`src/rtl/shrv_decode_pkg.sv`:
```
// Shared types for the shrv32 decode stage.
//   opcode_e  : RV32I major opcodes recognised by decode
//   opclass_e : operation class handed to execute
//   imm_fmt_e : immediate layout selector for imm_gen
package shrv_decode_pkg;

   typedef enum logic [6:0] {
      OP_LUI      = 7'b0110111,
      OP_AUIPC    = 7'b0010111,
      OP_JAL      = 7'b1101111,
      OP_JALR     = 7'b1100111,
      OP_BRANCH   = 7'b1100011,
      OP_LOAD     = 7'b0000011,
      OP_STORE    = 7'b0100011,
      OP_OPIMM    = 7'b0010011,
      OP_OP       = 7'b0110011,
      OP_MISC_MEM = 7'b0001111,
      OP_SYSTEM   = 7'b1110011
   } opcode_e;

   typedef enum logic [3:0] {
      OC_NOP   = 4'd0,
      OC_LUI   = 4'd1,
      OC_AUIPC = 4'd2,
      OC_JAL   = 4'd3,
      OC_JALR  = 4'd4,
      OC_BR    = 4'd5,
      OC_LD    = 4'd6,
      OC_ST    = 4'd7,
      OC_ALUI  = 4'd8,
      OC_ALU   = 4'd9,
      OC_ILL   = 4'd10
   } opclass_e;

   typedef enum logic [2:0] {
      IMM_I = 3'd0,
      IMM_S = 3'd1,
      IMM_B = 3'd2,
      IMM_U = 3'd3,
      IMM_J = 3'd4,
      IMM_R = 3'd5
   } imm_fmt_e;

endpackage

```
`src/rtl/decode_stage_imm_gen.sv`:
```
// Immediate generator: combinational, builds the sign-extended RV32I
// immediate for the selected format.
//   instr : instruction bits [31:7]
//   fmt   : immediate format
//   imm   : 32-bit immediate (0 for R-type)
module imm_gen
   import shrv_decode_pkg::*;
(
   input  logic [31:7] instr,
   input  imm_fmt_e    fmt,
   output logic [31:0] imm
);

   always_comb begin
      imm = 32'h0;
      case (fmt)
         IMM_I: imm = {{20{instr[31]}}, instr[31:20]};
         IMM_S: imm = {{20{instr[31]}}, instr[31:25], instr[11:7]};
         IMM_B: imm = {{19{instr[31]}}, instr[31], instr[7], instr[30:25], instr[11:8], 1'b0};
         IMM_U: imm = {instr[31:12], 12'h0};
         IMM_J: imm = {{11{instr[31]}}, instr[31], instr[19:12], instr[20], instr[30:21], 1'b0};
         default: imm = 32'h0;
      endcase
   end

endmodule

```
`src/rtl/decode_stage.sv`:
```
// Instruction-decode stage of the shrv32 core.
// Splits the fetched word into fields, builds the immediate, classifies the
// operation and holds the result for execute. A pending-writeback scoreboard
// stalls fetch on RAW/WAW hazards since the register file has no bypass.
//   RST, CLK_DC           : async active-low reset, decode clock
//   if_*                  : fetch handshake (valid/instr/pc in, ready out)
//   A1, A2                : register-file read addresses, straight from if_instr
//   id_*                  : registered decode result and execute handshake
//   wb_clr, wb_rd         : writeback completion, clears a pending bit
//   flush                 : kills the held instruction
module decode_stage
   import shrv_decode_pkg::*;
#(
   parameter int XLEN = 32,
   parameter int NREG = 32
) (
   input  logic            RST,
   input  logic            CLK_DC,
   input  logic            if_valid,
   input  logic [31:0]     if_instr,
   input  logic [XLEN-1:0] if_pc,
   output logic            if_ready,
   output logic [4:0]      A1,
   output logic [4:0]      A2,
   output logic            id_valid,
   input  logic            id_ready,
   output logic [XLEN-1:0] id_pc,
   output logic [4:0]      id_rd,
   output logic [31:0]     id_imm,
   output logic [2:0]      id_funct3,
   output logic            id_funct7b5,
   output opclass_e        id_opclass,
   output logic            id_illegal,
   input  logic            wb_clr,
   input  logic [4:0]      wb_rd,
   input  logic            flush
);

   logic [4:0]      rs1, rs2, rd;
   logic [6:0]      opcode;
   opclass_e        opclass;
   imm_fmt_e        fmt;
   logic            uses_rs1, uses_rs2, rd_field, writes_rd, illegal;
   logic [31:0]     imm;
   logic            hazard, accept;
   logic [NREG-1:0] pend, pend_nxt;

   assign opcode = if_instr[6:0];
   assign rs1    = if_instr[19:15];
   assign rs2    = if_instr[24:20];
   assign rd     = if_instr[11:7];
   assign A1     = rs1;
   assign A2     = rs2;

   always_comb begin
      opclass  = OC_ILL;
      fmt      = IMM_R;
      uses_rs1 = 1'b0;
      uses_rs2 = 1'b0;
      rd_field = 1'b0;
      illegal  = 1'b0;
      case (opcode)
         OP_LUI:      begin opclass = OC_LUI;   fmt = IMM_U; rd_field = 1'b1; end
         OP_AUIPC:    begin opclass = OC_AUIPC; fmt = IMM_U; rd_field = 1'b1; end
         OP_JAL:      begin opclass = OC_JAL;   fmt = IMM_J; rd_field = 1'b1; end
         OP_JALR:     begin opclass = OC_JALR;  fmt = IMM_I; rd_field = 1'b1; uses_rs1 = 1'b1; end
         OP_BRANCH:   begin opclass = OC_BR;    fmt = IMM_B; uses_rs1 = 1'b1; uses_rs2 = 1'b1; end
         OP_LOAD:     begin opclass = OC_LD;    fmt = IMM_I; rd_field = 1'b1; uses_rs1 = 1'b1; end
         OP_STORE:    begin opclass = OC_ST;    fmt = IMM_S; uses_rs1 = 1'b1; uses_rs2 = 1'b1; end
         OP_OPIMM:    begin opclass = OC_ALUI;  fmt = IMM_I; rd_field = 1'b1; uses_rs1 = 1'b1; end
         OP_OP:       begin opclass = OC_ALU;   fmt = IMM_R; rd_field = 1'b1; uses_rs1 = 1'b1; uses_rs2 = 1'b1; end
         OP_MISC_MEM: begin opclass = OC_NOP;   fmt = IMM_I; end
         OP_SYSTEM:   begin opclass = OC_NOP;   fmt = IMM_I; end
         default:     illegal = 1'b1;
      endcase
      // every recognised opcode ends in 2'b11; this keeps the rule explicit
      if (if_instr[1:0] != 2'b11) begin
         illegal  = 1'b1;
         opclass  = OC_ILL;
         fmt      = IMM_R;
         uses_rs1 = 1'b0;
         uses_rs2 = 1'b0;
         rd_field = 1'b0;
      end
   end

   assign writes_rd = rd_field && (rd != 5'd0);

   imm_gen u_imm_gen (
      .instr (if_instr[31:7]),
      .fmt   (fmt),
      .imm   (imm)
   );

   // registered pend only: a same-cycle writeback does not release the stall
   assign hazard = (uses_rs1 && (rs1 != 5'd0) && pend[rs1]) ||
                   (uses_rs2 && (rs2 != 5'd0) && pend[rs2]) ||
                   (writes_rd && pend[rd]);

   assign if_ready = !flush && !hazard && (!id_valid || id_ready);
   assign accept   = if_valid && if_ready;

   // clear first, then set, so an accept wins over a writeback on the same index
   always_comb begin
      pend_nxt = pend;
      if (wb_clr)
         pend_nxt[wb_rd] = 1'b0;
      if (flush && id_valid)
         pend_nxt[id_rd] = 1'b0;
      if (accept && writes_rd)
         pend_nxt[rd] = 1'b1;
      pend_nxt[0] = 1'b0;
   end

   always_ff @(posedge CLK_DC or negedge RST) begin
      if (!RST) begin
         pend        <= '0;
         id_valid    <= 1'b0;
         id_pc       <= '0;
         id_rd       <= 5'd0;
         id_imm      <= 32'h0;
         id_funct3   <= 3'd0;
         id_funct7b5 <= 1'b0;
         id_opclass  <= OC_NOP;
         id_illegal  <= 1'b0;
      end else begin
         pend <= pend_nxt;
         if (flush) begin
            id_valid <= 1'b0;
         end else if (accept) begin
            id_valid    <= 1'b1;
            id_pc       <= if_pc;
            id_rd       <= writes_rd ? rd : 5'd0;
            id_imm      <= imm;
            id_funct3   <= if_instr[14:12];
            id_funct7b5 <= if_instr[30];
            id_opclass  <= opclass;
            id_illegal  <= illegal;
         end else if (id_valid && id_ready) begin
            id_valid <= 1'b0;
         end
      end
   end

endmodule

```
`config.mk`:
```
export PLATFORM = sky130hd
export DESIGN_NAME = decode_stage
export DESIGN_NICKNAME = d
export VERILOG_FILES = /design/src/rtl/shrv_decode_pkg.sv /design/src/rtl/decode_stage_imm_gen.sv /design/src/rtl/decode_stage.sv
export SDC_FILE = /design/constraint.sdc
export NUM_CORES = 1
export LEC_CHECK = 0
export CAP_MARGIN = 20
export CORE_MARGIN = 2
export CORE_UTILIZATION = 54
export CTS_BUF_LIST = sky130_fd_sc_hd__clkbuf_16
export CTS_CLUSTER_DIAMETER = 120
export DETAILED_ROUTE_END_ITERATION = 6
export HOLD_SLACK_MARGIN = 0.06
export PLACE_DENSITY_LB_ADDON = 0.2
export SETUP_SLACK_MARGIN = 0.2
export SYNTH_ARGS = -nofsm -noshare
export SYNTH_HDL_FRONTEND = slang
export SYNTH_SLANG_ARGS = --single-unit
```
`constraint.sdc`:
```
create_clock -name CLK_DC -period 4 [get_ports CLK_DC]
set_input_delay 0.4 -clock CLK_DC [delete_from_list [all_inputs] [get_ports CLK_DC]]
set_output_delay 0.4 -clock CLK_DC [all_outputs]
set_load 0.02 [all_outputs]
```
==> results of run 1 <==
## report_power, final
group | leakage (µW) | switching (µW) | internal, µW
Clock | 0.000131 | 417 | 423
Sequential | 0.00144 | 63.4 | 1210
Combinational | 0.00204 | 368 | 403
Total | 0.00361 | 848 | 2030
## cell usage in the layout, fill, tap and decap left out, types with 7 or more instances in the layout
master and count:
clkdlybuf4s50_1 163, dfrtp_1 110, o21ai_0 46, mux2i_1 44, mux2_4 44, inv_1 40, nand3_1 34, o221ai_1 32
a21oi_1 29, nand2_1 27, nor2_1 24, buf_4 22, mux4_2 15, nand4_1 12, clkbuf_16 9, nand3b_1 7
nor3b_1 7
## routing by layer
layer | GRT usage | vias to the layer above | part of all wire
met5 | 0 | - | 0
met4 | 0.1138 | 0 | 0.029
met3 | 0.06802 | 56 | 0.099
met2 | 0.4802 | 361 | 0.48
met1 | 0.3945 | 2692 | 0.39
li1 | - | 2491 | -
## final cells by class
cell class	count	area, µm²
clock buffers	9	225.2
clock inverters	7	51.30
fillers	833	3147
inverters	40	150.1
multi-input cells	393	3213
flip-flops and latches	110	2753
well taps	143	178.9
repair buffers	188	1847
## logic make-up (layout without fill, tap and decap cells)
group / Yosys count / after routing
compound gates: 133 / 133
buf+inv: 93 / 244
flops: 110 / 110
mux: 108 / 108
simple gates: 152 / 152
## registers in the layout, indices dropped and copies added, names as in the netlist
name	count
id_pc	32
id_opclass	4
id_funct7b5	1
id_rd	5
id_funct3	3
id_valid	1
id_imm	32
pend	31
id_illegal	1
## worst max-delay path, delay by kind of cell
family / cells / cell delay (ns)
buf+inv: 2 / 1.39
compound gates: 2 / 0.43
mux: 2 / 0.82
simple gates: 2 / 0.20
## worst min-delay path by stage
stage	end	slack, ns
finish	id_funct3[0]	0.51
global route	id_opclass[1]	0.54
CTS	id_funct3[0]	0.51
detailed placement	id_pc[18]	0.44
global placement	id_pc[12]	0.44
floorplan	id_funct3[0]	0.10
## per-stage QoR
step / setup WS, ns / instances
2_1_floorplan: 1.539 / 596
3_3_place_gp: 0.4365 / 873
3_5_place_dp: 0.3964 / 873
4_1_cts: 0.3858 / 890
5_1_grt: 0.2051 / 890
6_report: 0.3553 / 890
==> metrics.yaml, run 1 <==
outcome: "finished clean"
grt_max_degree: 49
final_cell_area_um2: 8418
fp-row-count: 39
clockRootBuffer: "clkbuf_16"
synth_cells: 596
postCtsHoldBufs: 1
r2r_setup_slack_ns: 1.42
maxCapViolations: 0
cp_data_required_time_ns: 3.60
worst_slew_pin_slew_ns: 0.8755
min_path_type: "register to register"
finalCritPeriodShare: 0.9112
synth-compound-area-share: 0.1339
die_area_um2: 12850
r2r-start: "pend[30]"
critPathLaunchType: "input pin"
drt_iter0_drc: 549
yosys_warnings: 0
n_antenna_cell: 0
grt_pass1_wl_mm: 29.93
setup_viol: 0
routed_wl_mm: 18.96
cts_max_path_buffers: 2
ir_worst_vdd_uv: 297.9
finish.utilization: 0.7279
ys_ff_latch: 110
finalCriticalPeriod_ns: 3.645
synth_enable_flop_cells: 0
htree_num_levels: 3
reg2reg_to: "id_pc[14]"
drc: 0
netlist_area_um2: 6456
io_buffers: 164
crit_type: "input pin to primary output"
viasPerCell: 6.292
synth_fa_ha_area_frac: 0
area_delta_synth_final_pct: 30.39
ys.flop_type: "dfrtp_1"
grt_antenna_before_repair: 0
ys_async_sr_fraction: 1.000
cts.reportedPaths.clkPinSlew_ns: 0.07
postSynthAreaPerCell_um2: 10.83
die_w_um: 113.3
dp_hpwl_mm: 13.63
power_density_nw_per_um2: 342.2
synth-xor-area-share: 0
leakagePower_uw: 0.003611
slowest_stage: "clkdlybuf4s50_1"
holdWs_ns: 0.5107
post_cts_buffers: 0
grt_pass1_vias: 5474
cts_buffers: 9
nets: 817
hold_violations: 0
core_um2: 11560
arrival_ns: 3.24
grt_overflow_total: 0
rsz0062_at_grt: "no"
clock_sinks: 110
place_area_um2: 8132
fin_total_pwr_uw: 2881
layout-drive-gt1-share: 0.1459
die_h_um: 113.3
wl_per_cell_um: 21.30
finClkSkew_ns: 0.009029
synth_cell_types: 51
fmax_ghz: 0.2744
hold-path-cell-count: 1
synth.most_common_cell: "dfrtp_1"
hp-start: "id_funct3[0]"
slew_headroom: 0.4142
synthSimpleGateAreaFrac: 0.1267
ys_seq_area_frac: 0.4264
startpoint: "if_instr[16]"
muxShareOfSynthArea: 0.2339
dr.pass1.iters: 5
setup_tns_ns: 0
track_usage: 0.2977
ant_nets: 0
slowest_delay_ns: 0.73
cts_tree: "yes"
crit_end: "if_ready"
start_util: 0.5583
syn_nets: 671
cts.repair.resized: 0
ys_top_cells_by_area: "dfrtp_1 43%, mux2_4 10%, mux2i_1 6.8%"
synthTopCellsByCount: "110 x dfrtp_1, 46 x o21ai_0, 44 x mux2_4, 44 x mux2i_1, 40 x inv_1"
cp_common_cell: "clkdlybuf4s50_1"
synth_top_family_by_area: "multiplexers"
r2r_cells: 7
gp_congestion: 0.9480
num_io_pins: 165
maxSlewViolCount: 0
vias: 5600
worst-path-max-fanout: 9
yosysTopAreaCellShare: 0.4264
insertion_delay_ns: 0.36
end_kind: "primary output"
path_cells: "clkdlybuf4s50_1 -> mux4_2 -> mux2_2 -> a211oi_1 -> a211o_1 -> nand2_1 -> nor2_1 -> clkdlybuf4s50_1"
yosysTopAreaCell: "dfrtp_1"
Note: power is estimated with default switching activity, not from simulation.
==> run 2, diff against run 1 <==
==> constraint.sdc (replaced) <==
create_clock -name CLK_DC -period 4.25 [get_ports CLK_DC]
set_input_delay 0.425 -clock CLK_DC [delete_from_list [all_inputs] [get_ports CLK_DC]]
set_output_delay 0.425 -clock CLK_DC [all_outputs]
set_load 0.02 [all_outputs]
==> run 2 against run 1 <==
  * Clock-buffer cell count did not move
  * Sequential cell count did not move
  * Cell count fell by 0.67%
  * Clock power fell by 6.5%
  * Via count rose by 0.93%
  * Register-to-register slack barely moved
  * Critical path depth did not move
  * Worst setup slack improved by 0.018 ns
  * Combinational power fell by 7.0%
  * Wire length fell by 3.7%
  * Sequential share of layout area rose by 0.23 points
  * Design area fell by 0.68%
==> metrics.yaml, run 2 (synthesis results as in run 1) <==
setup_tns_ns: 0
clock_sinks: 110
setup_slack_ns: 0.3734
cts.repair.resized: 0
leakagePower_uw: 0.003578
grt_pass1_vias: 5420
critPathLaunchType: "input pin"
track_usage: 0.2856
r2r-start: "pend[31]"
postCtsHoldBufs: 0
htree_num_levels: 3
grt_max_degree: 84
reg2reg_to: "id_pc[26]"
r2r_cells: 8
mostFrequentLayoutCell: "clkdlybuf4s50_1"
drc: 0
die_h_um: 113.3
finalCriticalPeriod_ns: 3.877
slew_headroom: 0.3658
grt_pass1_wl_mm: 28.67
gp_congestion: 0.9348
n_antenna_cell: 0
place_ws_ns: 0.4154
drt_iter0_drc: 545
cts_buffers: 9
cts_max_path_buffers: 2
nets: 811
io_buffers: 164
finClkSkew_ns: 0.01064
r2r_setup_slack_ns: 1.42
wl_per_cell_um: 20.65
finalNonFillerCells: 884
seq_area_um2: 2753
rsz0062_at_grt: "no"
ir_worst_vdd_uv: 260.1
die_area_um2: 12850
maxSlewViolCount: 0
viasPerCell: 6.394
arrival_ns: 3.45
outcome: "finished clean"
multi_input_area_um2: 3213
worst_slew_pin_slew_ns: 0.9514
maxCapViolations: 0
core_um2: 11560
area_delta_synth_final_pct: 29.50
dp_hpwl_mm: 13.05
post_cts_buffers: 0
finalCritPeriodShare: 0.9121
setup_viol: 0
grt_antenna_before_repair: 0
fp-row-count: 39
ant_nets: 0
grt_use_met1: 0.3744
vias: 5652
grt_overflow_total: 0
grt_util_met2: 0.4535
insertion_delay_ns: 0.36
hold_violations: 0
reg.largest.list: "id_imm x32, id_pc x32, pend x31"
n_fill_cell: 853
fmax_ghz: 0.2580
num_io_pins: 165
cts_tree: "yes"
power_density_nw_per_um2: 322.4
fin_total_pwr_uw: 2695
final_cell_mix: "163 x clkdlybuf4s50_1, 110 x dfrtp_1, 46 x o21ai_0"
min_path_type: "input pin to asynchronous set/reset pin"
cts.reportedPaths.clkPinSlew_ns: 0.07
die_w_um: 113.3
start_util: 0.5583
dp.cells: 867
crit_type: "input pin to primary output"
worst-path-max-fanout: 13
end_kind: "primary output"
grt-busiest-layer: "met2"
cp_data_required_time_ns: 3.83
layout-drive-gt1-share: 0.1390
clockRootBuffer: "clkbuf_16"
grtUsageMet3: 0.08249
dr.pass1.iters: 5
routed_wl_mm: 18.25
run 2: cell types whose count changed in the layout (fill, tap and decap cells not counted):
cell,delta
buf_4,-4
buf_16,+1
clkinv_1,+1
inv_6,+2
dlygate4sd3_1,-1
clkinv_4,-3
buf_12,-2
run 2: metrics by stage:
step                      hold slack, ns  utilization  instance area [µm²]
after floorplan                   0.1294            -                 6456
after global placement            0.4884       0.6971                 8061
after detailed placement          0.4951       0.6971                 8061
after CTS                         0.2376       0.7205                 8333
after global routing              0.2710       0.7229                 8361
final                             0.1960       0.7229                 8361
run 2: area by class of cell:
type,instances,area share
well taps,143,0.02140
inverters,40,0.01796
clock buffers,9,0.02694
clock inverters,7,0.005537
multi-input cells,393,0.3843
repair buffers,182,0.2146
flip-flops and latches,110,0.3292
run 2: layer usage:
layer / vias up / part of all wire
met3: 39 / 0.10
met2: 378 / 0.48
met1: 2769 / 0.40
met4: 0 / 0.022
li1: 2466 / -
met5: - / 0
run 2: critical path, cell delays in order:
cell             delay, ns
clkdlybuf4s50_1       0.73
nor3b_1               0.77
a22o_1                0.24
nor3_1                0.05
o2111ai_1             0.35
nand2_1               0.09
nor2_1                0.12
clkdlybuf4s50_1       0.66
run 2: worst max path at each step:
stage                      start           end  slack, ns  depth (start not counted)
finish              if_instr[10]      if_ready       0.37                          8
global route         if_instr[9]      if_ready       0.23                          8
CTS                  if_instr[9]      if_ready       0.45                          8
detailed placement  if_instr[21]      id_pc[8]       0.42                          8
global placement     if_instr[9]      if_ready       0.48                          8
floorplan           if_instr[16]  id_funct3[0]       1.76                          9
run 2: report_power, final:
group | internal, µW | switching (µW)
logic | 375 | 342
registers | 1140 | 58.1
clock network | 398 | 387
==> run 3, diff against run 2 <==
--- a/config.mk
+++ b/config.mk
@@ -12,7 +12,7 @@
 export CTS_CLUSTER_DIAMETER = 120
 export DETAILED_ROUTE_END_ITERATION = 6
 export HOLD_SLACK_MARGIN = 0.06
-export PLACE_DENSITY_LB_ADDON = 0.2
+export PLACE_DENSITY = 0.87
 export SETUP_SLACK_MARGIN = 0.2
 export SYNTH_ARGS = -nofsm -noshare
 export SYNTH_HDL_FRONTEND = slang
==> run 3 against run 2 <==
  * Clock power increased by 7.3%
  * Sequential power about the same
  * Via count decreased by 1.3%
  * Fmax increased by 5.0%
  * Core utilization increased by 0.076 points
  * Combinational power increased by 1%
  * Global-route usage increased by 2.3 points
  * Sequential share of layout area about the same
  * Worst hold slack improved by 0.021 ns
  * Cell count decreased by 0.11%
  * Clock skew decreased by 0.0021 ns
  * Non-clock buffer count unchanged
  * Largest power group unchanged
==> metrics.yaml, run 3 (synthesis results as in run 1) <==
grt_pass1_wl_mm: 31.00
routed_wl_mm: 19.52
track_usage: 0.3090
grt-busiest-layer: "met2"
setup_viol: 0
cts_max_path_buffers: 2
final_cell_area_um2: 8369
cts_buffers: 9
maxCapViolations: 0
grt_antenna_before_repair: 0
cts.reportedPaths.clkPinSlew_ns: 0.07
layout-drive-gt1-share: 0.1365
setup_tns_ns: 0
cts.repair.resized: 0
finalCriticalPeriod_ns: 3.692
fin_total_pwr_uw: 2766
grt_max_degree: 84
insertion_delay_ns: 0.36
post_cts_buffers: 0
min_path_type: "input pin to asynchronous set/reset pin"
cts_tree: "yes"
io_buffers: 164
dp.cells: 868
rsz0062_at_grt: "no"
htree_num_levels: 3
num_io_pins: 165
wl_per_cell_um: 22.10
postCtsHoldBufs: 0
grtUsageMet3: 0.06642
grt_util_met2: 0.4990
finClkSkew_ns: 0.008522
cp_data_required_time_ns: 3.83
grt_overflow_total: 0
worst_slew_pin_slew_ns: 0.9528
die_w_um: 113.3
mostFrequentLayoutCell: "clkdlybuf4s50_1"
maxSlewViolCount: 0
drt_iter0_drc: 658
clockRootBuffer: "clkbuf_16"
nets: 811
grt_pass1_vias: 5507
n_fill_cell: 781
finalNonFillerCells: 883
end_kind: "primary output"
fp-row-count: 39
critPathLaunchType: "input pin"
reg.largest.list: "id_imm x32, id_pc x32, pend x31"
slew_headroom: 0.3648
grt_use_met1: 0.4110
worst-path-max-fanout: 12
place_area_um2: 8082
clock_sinks: 110
dp_hpwl_mm: 13.89
crit_type: "input pin to primary output"
start_util: 0.5583
ir_worst_vdd_uv: 180.5
area_delta_synth_final_pct: 29.63
gp_congestion: 0.9650
vias: 5576
viasPerCell: 6.315
ant_nets: 0
die_h_um: 113.3
leakagePower_uw: 0.003587
power_density_nw_per_um2: 330.5
outcome: "finished clean"
drc: 0
core_um2: 11560
dr.pass1.iters: 5
n_antenna_cell: 0
fmax_ghz: 0.2709
arrival_ns: 3.27
finalCritPeriodShare: 0.8686
finish.utilization: 0.7237
hold_violations: 0
die_area_um2: 12850
final_cell_mix: "163 x clkdlybuf4s50_1, 110 x dfrtp_1, 46 x o21ai_0"
==> run 3: final timing paths <==
kind | depth (start not counted) | to | from | slack, ns
worst max-delay path | 7 | if_ready | if_instr[21] | 0.56
worst min-delay path | 1 | id_pc[14] | RST | 0.22
worst max register to register | 7 | id_pc[22] | pend[28] | 1.61
worst min register to register | 1 | id_pc[16] | id_pc[16] | 0.51
max in group asynchronous | 2 | pend[20] | RST | 2.99
min in group CLK_DC | 1 | id_pc[16] | id_pc[16] | 0.51
==> run 3: power by group <==
part | switching, µW | internal (µW) | total (µW)
registers | 61.5 | 1140 | 1200
logic | 352 | 375 | 727
clock network | 388 | 454 | 842
==> run 3: final cells by class <==
cell class	count	area (µm²)	share of cell area
Sequential cell	110	2753	0.3289
Tap cell	143	178.9	0.02138
Timing Repair Buffer	182	1787	0.2135
Multi-Input combinational cell	393	3213	0.3839
Clock buffer	9	225.2	0.02691
Inverter	40	150.1	0.01794
Clock inverter	6	62.56	0.007475
==> run 3: metal layers <==
layer	vias up	share of wire
met5	-	0
met4	0	0.031
met3	46	0.10
met2	382	0.48
met1	2675	0.39
li1	2473	-
==> run 3: worst max-delay path, stage by stage <==
cell and delay (ns):
clkdlybuf4s50_1 0.85, mux4_2 0.59, a22oi_1 0.17, a311oi_1 0.14, a311o_1 0.30, nor2_1 0.15, clkdlybuf4s50_1 0.63
==> run 3: metrics by stage <==
step | hold WS (ns) | setup WS, ns
floorplan | 0.1294 | 1.764
global placement | 0.4892 | 0.6163
detailed placement | 0.4913 | 0.5455
CTS | 0.2513 | 0.5432
global route | 0.3087 | 0.4211
finish | 0.2166 | 0.5584
